===== config.mk =====
export PLATFORM = sky130hd
export DESIGN_NAME = shift_arbiter
export DESIGN_NICKNAME = d
export VERILOG_FILES = /design/src/rtl/shift_arbiter.sv
export SDC_FILE = /design/constraint.sdc
export NUM_CORES = 1
export LEC_CHECK = 0
export CORE_MARGIN = 2
export CORE_UTILIZATION = 39
export CTS_BUF_LIST = sky130_fd_sc_hd__clkbuf_2 sky130_fd_sc_hd__clkbuf_4 sky130_fd_sc_hd__clkbuf_8
export DETAILED_ROUTE_END_ITERATION = 7
export PLACE_DENSITY = 0.77
export SLEW_MARGIN = 30
export SYNTH_ARGS = -nofsm -noshare
export SYNTH_HDL_FRONTEND = slang
export SYNTH_SLANG_ARGS = --single-unit

===== constraint.sdc =====
create_clock -name clk -period 1.6 [get_ports clk]
set_input_delay 0.32 -clock clk [delete_from_list [all_inputs] [get_ports clk]]
set_output_delay 0.32 -clock clk [all_outputs]
set_load 0.03 [all_outputs]

===== src/rtl/shift_arbiter.sv =====
// Two requesters share one shifter and one result register. Define SHIFT_ARBITER_RR_EN for round-robin, otherwise requester 0 has fixed priority.
// Latency 1 cycle, 1 result/cycle while out_ready=1; a held (unconsumed) result blocks all new accepts.
module shift_arbiter #(
   parameter int DATA_W  = 4,
   parameter int SHIFT_W = 2
) (
   input  logic               clk,
   input  logic               rst,
   input  logic               req0_valid,
   output logic               req0_ready,
   input  logic [DATA_W-1:0]  req0_data,
   input  logic [SHIFT_W-1:0] req0_shift,
   input  logic [1:0]         req0_mode,
   input  logic               req1_valid,
   output logic               req1_ready,
   input  logic [DATA_W-1:0]  req1_data,
   input  logic [SHIFT_W-1:0] req1_shift,
   input  logic [1:0]         req1_mode,
   output logic               out_valid,
   input  logic               out_ready,
   output logic [DATA_W-1:0]  out_data,
   output logic               out_id
);

   typedef enum logic {ST_EMPTY = 1'b0, ST_FULL = 1'b1} state_t;

   localparam logic [1:0] MODE_LSL = 2'b00;
   localparam logic [1:0] MODE_LSR = 2'b01;
   localparam logic [1:0] MODE_ROL = 2'b10;

   // Rotates shift a doubled copy of the operand so wrapped bits fall into the kept half.
   function automatic logic [DATA_W-1:0] f_shift(
      input logic [DATA_W-1:0]  d,
      input logic [SHIFT_W-1:0] s,
      input logic [1:0]         m
   );
      logic [2*DATA_W-1:0] w_dbl;
      logic [DATA_W-1:0]   w_res;
      w_dbl = {d, d};
      case (m)
         MODE_LSL: w_res = d << s;
         MODE_LSR: w_res = d >> s;
         MODE_ROL: begin
            w_dbl = w_dbl << s;
            w_res = w_dbl[2*DATA_W-1:DATA_W];
         end
         default: begin
            w_dbl = w_dbl >> s;
            w_res = w_dbl[DATA_W-1:0];
         end
      endcase
      return w_res;
   endfunction

   state_t              r_state;
   logic [DATA_W-1:0]   r_out_data;
   logic                r_out_id;

   logic                w_slot;
   logic                w_prio1;
   logic                w_gnt0;
   logic                w_gnt1;
   logic                w_accept;
   logic                w_sel_id;
   logic [DATA_W-1:0]   w_sel_data;
   logic [SHIFT_W-1:0]  w_sel_shift;
   logic [1:0]          w_sel_mode;
   logic [DATA_W-1:0]   w_result;

`ifdef SHIFT_ARBITER_RR_EN
   logic                r_prio1;
   assign w_prio1 = r_prio1;
`else
   assign w_prio1 = 1'b0;
`endif

   always_comb begin
      w_slot      = !rst && ((r_state == ST_EMPTY) || out_ready);
      w_gnt1      = req1_valid && (!req0_valid || w_prio1);
      w_gnt0      = req0_valid && !w_gnt1;
      req0_ready  = w_slot && w_gnt0;
      req1_ready  = w_slot && w_gnt1;
      w_accept    = req0_ready || req1_ready;
      w_sel_id    = w_gnt1;
      w_sel_data  = w_gnt1 ? req1_data  : req0_data;
      w_sel_shift = w_gnt1 ? req1_shift : req0_shift;
      w_sel_mode  = w_gnt1 ? req1_mode  : req0_mode;
      w_result    = f_shift(w_sel_data, w_sel_shift, w_sel_mode);
   end

   always_ff @(posedge clk) begin
      if (rst) begin
         r_state    <= ST_EMPTY;
         r_out_data <= '0;
         r_out_id   <= 1'b0;
`ifdef SHIFT_ARBITER_RR_EN
         r_prio1    <= 1'b0;
`endif
      end else if (w_accept) begin
         r_state    <= ST_FULL;
         r_out_data <= w_result;
         r_out_id   <= w_sel_id;
`ifdef SHIFT_ARBITER_RR_EN
         // Next contention favours whoever was not just granted.
         r_prio1    <= ~w_sel_id;
`endif
      end else if (out_ready) begin
         r_state    <= ST_EMPTY;
      end
   end

   assign out_valid = (r_state == ST_FULL);
   assign out_data  = r_out_data;
   assign out_id    = r_out_id;

endmodule


### Word level (Yosys, flattened, before mapping)

Index checks and enable logic that the tools add are counted.

* input port bits: 21
* word-level logic and storage cells: 28
* register bits: 6
* output and inout port bits: 8

* bitwise operators: 1
* shift operators: 4
* reduce and logical (&&, ||, !) cells: 12
* muxes and demuxes: 6
* equality and inequality tests: 2

Operators with widths (number)
* $pmux W4 S3: 1
* $shl A8 B2 Y8: 1
* $shr A8 B2 Y4: 1
* $logic_and A1 B1 Y1: 5
* $mux W2: 2
* $mux W4: 1
* $shl A4 B2 Y4: 1
* $shr A4 B2 Y4: 1
* $logic_not A1 Y1: 3
* $eq A2 B1 Y1 const B: 1
* $eq A2 B2 Y1 const B: 1
* $logic_not A2 Y1: 1
* $logic_or A1 B1 Y1: 2
* $mux W1: 2
* $reduce_bool A2 Y1: 1
* $not A1 Y1: 1

### Depth between registers and ports, before layout

* word-level depth: 7
* mapped depth: 7
* mapped depth without buffers: 5

### Worst setup path after synthesis

No wires, ideal clock.

* path type: input -> register
* start point: in req0_valid
* end point: reg r_out_data[1], in the netlist out_data[1]
* cell stages on the path: 7
* setup time: 0.131 ns
* data required time: 1.469 ns
* path slack: 0.042 ns
* arrival: 1.427 ns
* buffers on the path: 2
* path through: nand2b_1 > buf_6 > buf_6 > a31oi_1 > nand2_1 > a311oi_1 > o32ai_1

* cells in the longest elaborated chain, start to end: 6
* elaborated cells between the ends (all ways): 18
* classes of those cells: eq/ne (2); shift (4); mux (4); reduce/logical (8)

RTL lines
* from (decl): RTL line 9 `input logic req0_valid,`
* branches (longest 6 deep; another with $shr A8 B2 Y4)
* to (signal assigned): RTL line 101 `r_out_data <= w_result;`
* to (decl): RTL line 56 `logic [DATA_W-1:0] r_out_data;`

Several ways; the timed one is not identified.
A chain may end at the register's enable or synchronous reset.

### Worst setup path after layout

* start point: reg r_out_data[1], in the netlist out_data[1]
* end point: out out_data[1]

RTL lines
* to (decl): RTL line 21 `output logic [DATA_W-1:0] out_data,`

No word-level cell between the ends.

==> results.ini <==
[clock_tree]
path_clk_slew_ns=0.05
cts-root-buf=clkbuf_4
clk_latency_ns=0.26
cts_hold_buf=0
cts_buffer_depth=2
cts_tree=built
numCtsBuffers=3
clock_sinks=6
ctsHtreeMaxLevel=1

[global_route]
track_usage_pct=21.3
antenna_found_initial=0
grt_pass1_wl_um=3240
grt_remaining_overflow=0
grt_start_max_net_pins=10
grt_pass1_vias=809

[setup_path]
cpLargestDelayFamily=buffers and inverters
crit_path_end=out_data[1]
slowest_delay_ns=0.68
r2r_cells=6
path_buf_inv=1
start_kind=flop
crit_type=reg -> out
setup.worst_path.end_class=output pin
cp_data_required_time_ns=1.28
cp_max_fo=2
crit_start=out_data[1]$_SDFFE_PP0P_
crit_arrival_ns=1.26
r2r_end=out_data[0]$_SDFFE_PP0P_
r2r_setup_slack_ns=0.20
r2r_start=out_valid$_SDFFE_PP0P_
crit_path_cell_trace=clkdlybuf4s50_1
critPathSlowestCell=clkdlybuf4s50_1
crit_cells=1

[power_and_ir_drop]
peakVddDrop_uv=370
p_total_uw=665
p_per_area_mw_per_mm2=537
leakage_nw=0.554

[drt]
antenna_left=0
wl_um=2230
drt-vias-per-instance=5.88
vias=870
route.detailed.drc=0
drt-pass1-iter-count=4
avgRoutedWirePerCell_um=15.1
drt_iter0_markers=23

[synth]
synth_edf_count=0
seq_area_frac_synth_pct=17.5
synth-seq-cells=6
synth.distinct_cells=35
synth_area_per_cell_um2=8.50
synthArstFlopShare_pct=0
netlist_area_um2=688
synthFlopType=dfxtp_1
synthCells=81
yosys_warnings=0
synth_fp_nets=102

[floorplan]
fp-row-count=15
die_w_um=46.0
ioPinCount=29
die_y_um=46.0
dieArea_mm2=0.00212
fp.coreArea_mm2=0.00169
start_util_pct=40.7

[final_layout]
stdcell_area_mm2=0.00124
drive_above_1_share_pct=41.2
area_growth_syn_to_layout_pct=80.0
num_antenna_cells=0
nets=154

[timing]
fmax_mhz=634
grt_setup_unrepaired=true
fin_worst_skew_ns=0.00582
worst_slew_pin_slew_ns=0.317
drv_slew=0
holdWs_ns=0.477
fin_crit_sh_pct=98.6
hold_viol=0
fin_crit_ns=1.58
slew_headroom_pct=78.8
setup_viol_count_final=0

[placement]
routabilityCongestion=0.886
hpwl_um=1570
placed_area_mm2=0.00111
port_buffers=28

[outcome]
outcome=completed

[min_path]
holdCritPathClass=reg -> reg

[job]
cap_violations=0

==> stage by stage <==
stage	utilization, %	TNS, ns	cells	worst slack [ns]
5_1_grt	73.3	-0.0383	148	-0.0234
3_3_place_gp	65.6	-2.11	143	-0.511
4_1_cts	69.0	-0.000569	147	-0.000569
2_1_floorplan	-	0	81	0.0416
6_report	73.3	0	148	0.0224
3_5_place_dp	65.6	-2.26	143	-0.551
==> kinds of logic (layout without fill, tap and decap cells) <==
| family | Yosys count | after routing | share of synthesized area [%] |
|---|---|---|---|
| multiplexers | 9 | 9 | 18.4 |
| AO/OA/AOI/OAI | 24 | 24 | 25.6 |
| AND/OR/NAND/NOR | 35 | 35 | 32.5 |
| buffers and inverters | 7 | 57 | 6.00 |
| flip-flops | 6 | 6 | 17.5 |
==> state kept, by name, summed over array words and instances (netlist names) <==
register	count
out_data	4
out_id	1
out_valid	1
==> metal layers <==
layer | track usage, % | up-vias | routed length, um
met5 | 0 | - | 0
met4 | 9.14 | 0 | 25
met3 | 6.75 | 4 | 139
met2 | 37.2 | 37 | 1070
met1 | 23.1 | 406 | 993
li1 | - | 423 | -
==> cells in the mapped netlist, types with 2 or more instances <==
master	n	area (um2)
dfxtp_1	6	120
mux2i_1	3	30.0
nand2_1	9	33.8
a31oi_1	4	25.0
and4_1	2	17.5
and4b_2	2	22.5
nor2_1	6	22.5
a21oi_1	2	10.0
mux2i_4	2	45.0
a311oi_1	2	17.5
o21ai_0	5	25.0
a31o_2	2	17.5
nand3_1	5	25.0
and4bb_2	4	50.1
inv_1	4	15.0
mux2_2	2	22.5
o32ai_1	2	17.5
buf_6	2	22.5
==> cell usage in the layout, fill, tap and decap left out, types with 3 or more instances in the layout <==
master	instances
dfxtp_1	6
nor2_1	5
a31oi_2	3
nand3_1	5
dlygate4sd2_1	3
nand2_1	8
o21ai_0	4
and4bb_2	4
dlymetal6s2s_1	4
inv_1	4
clkdlybuf4s50_1	17
buf_4	21
clkbuf_4	3
mux2i_4	3
==> worst min-delay path by stage <==
stage,start,to,slack (ns),cells past startpoint
3_3_place_gp,out_data[1]$_SDFFE_PP0P_,out_data[1]$_SDFFE_PP0P_,0.47,2
5_1_grt,out_data[1]$_SDFFE_PP0P_,out_data[1]$_SDFFE_PP0P_,0.50,2
6_report,out_data[1]$_SDFFE_PP0P_,out_data[1]$_SDFFE_PP0P_,0.48,2
2_1_floorplan,rst,out_data[0]$_SDFFE_PP0P_,0.39,1
3_5_place_dp,out_data[1]$_SDFFE_PP0P_,out_data[1]$_SDFFE_PP0P_,0.47,2
4_1_cts,out_data[1]$_SDFFE_PP0P_,out_data[1]$_SDFFE_PP0P_,0.48,2
==> final cells by class <==
cell class	count	area (um2)
Clock buffer	3	22.5
Fill cell	119	450
Inverter	4	15.0
Multi-Input combinational cell	68	598
Sequential cell	6	120
Tap cell	17	21.3
Timing Repair Buffer	50	462
==> timing repair <==
item	4_1_cts	5_1_grt
endpoints found under the setup margin	6	9
pin swaps	4	3
buffers inserted	1	1
resized for setup	11	17
==> power breakdown <==
part | leakage [nW] | switching (mW) | internal [mW]
logic | 0.490 | 0.165 | 0.182
clock network | 0.0138 | 0.0625 | 0.0853
registers | 0.0497 | 0.00630 | 0.164
total | 0.554 | 0.233 | 0.431
No activity file was read; power rests on OpenSTA's default activity.
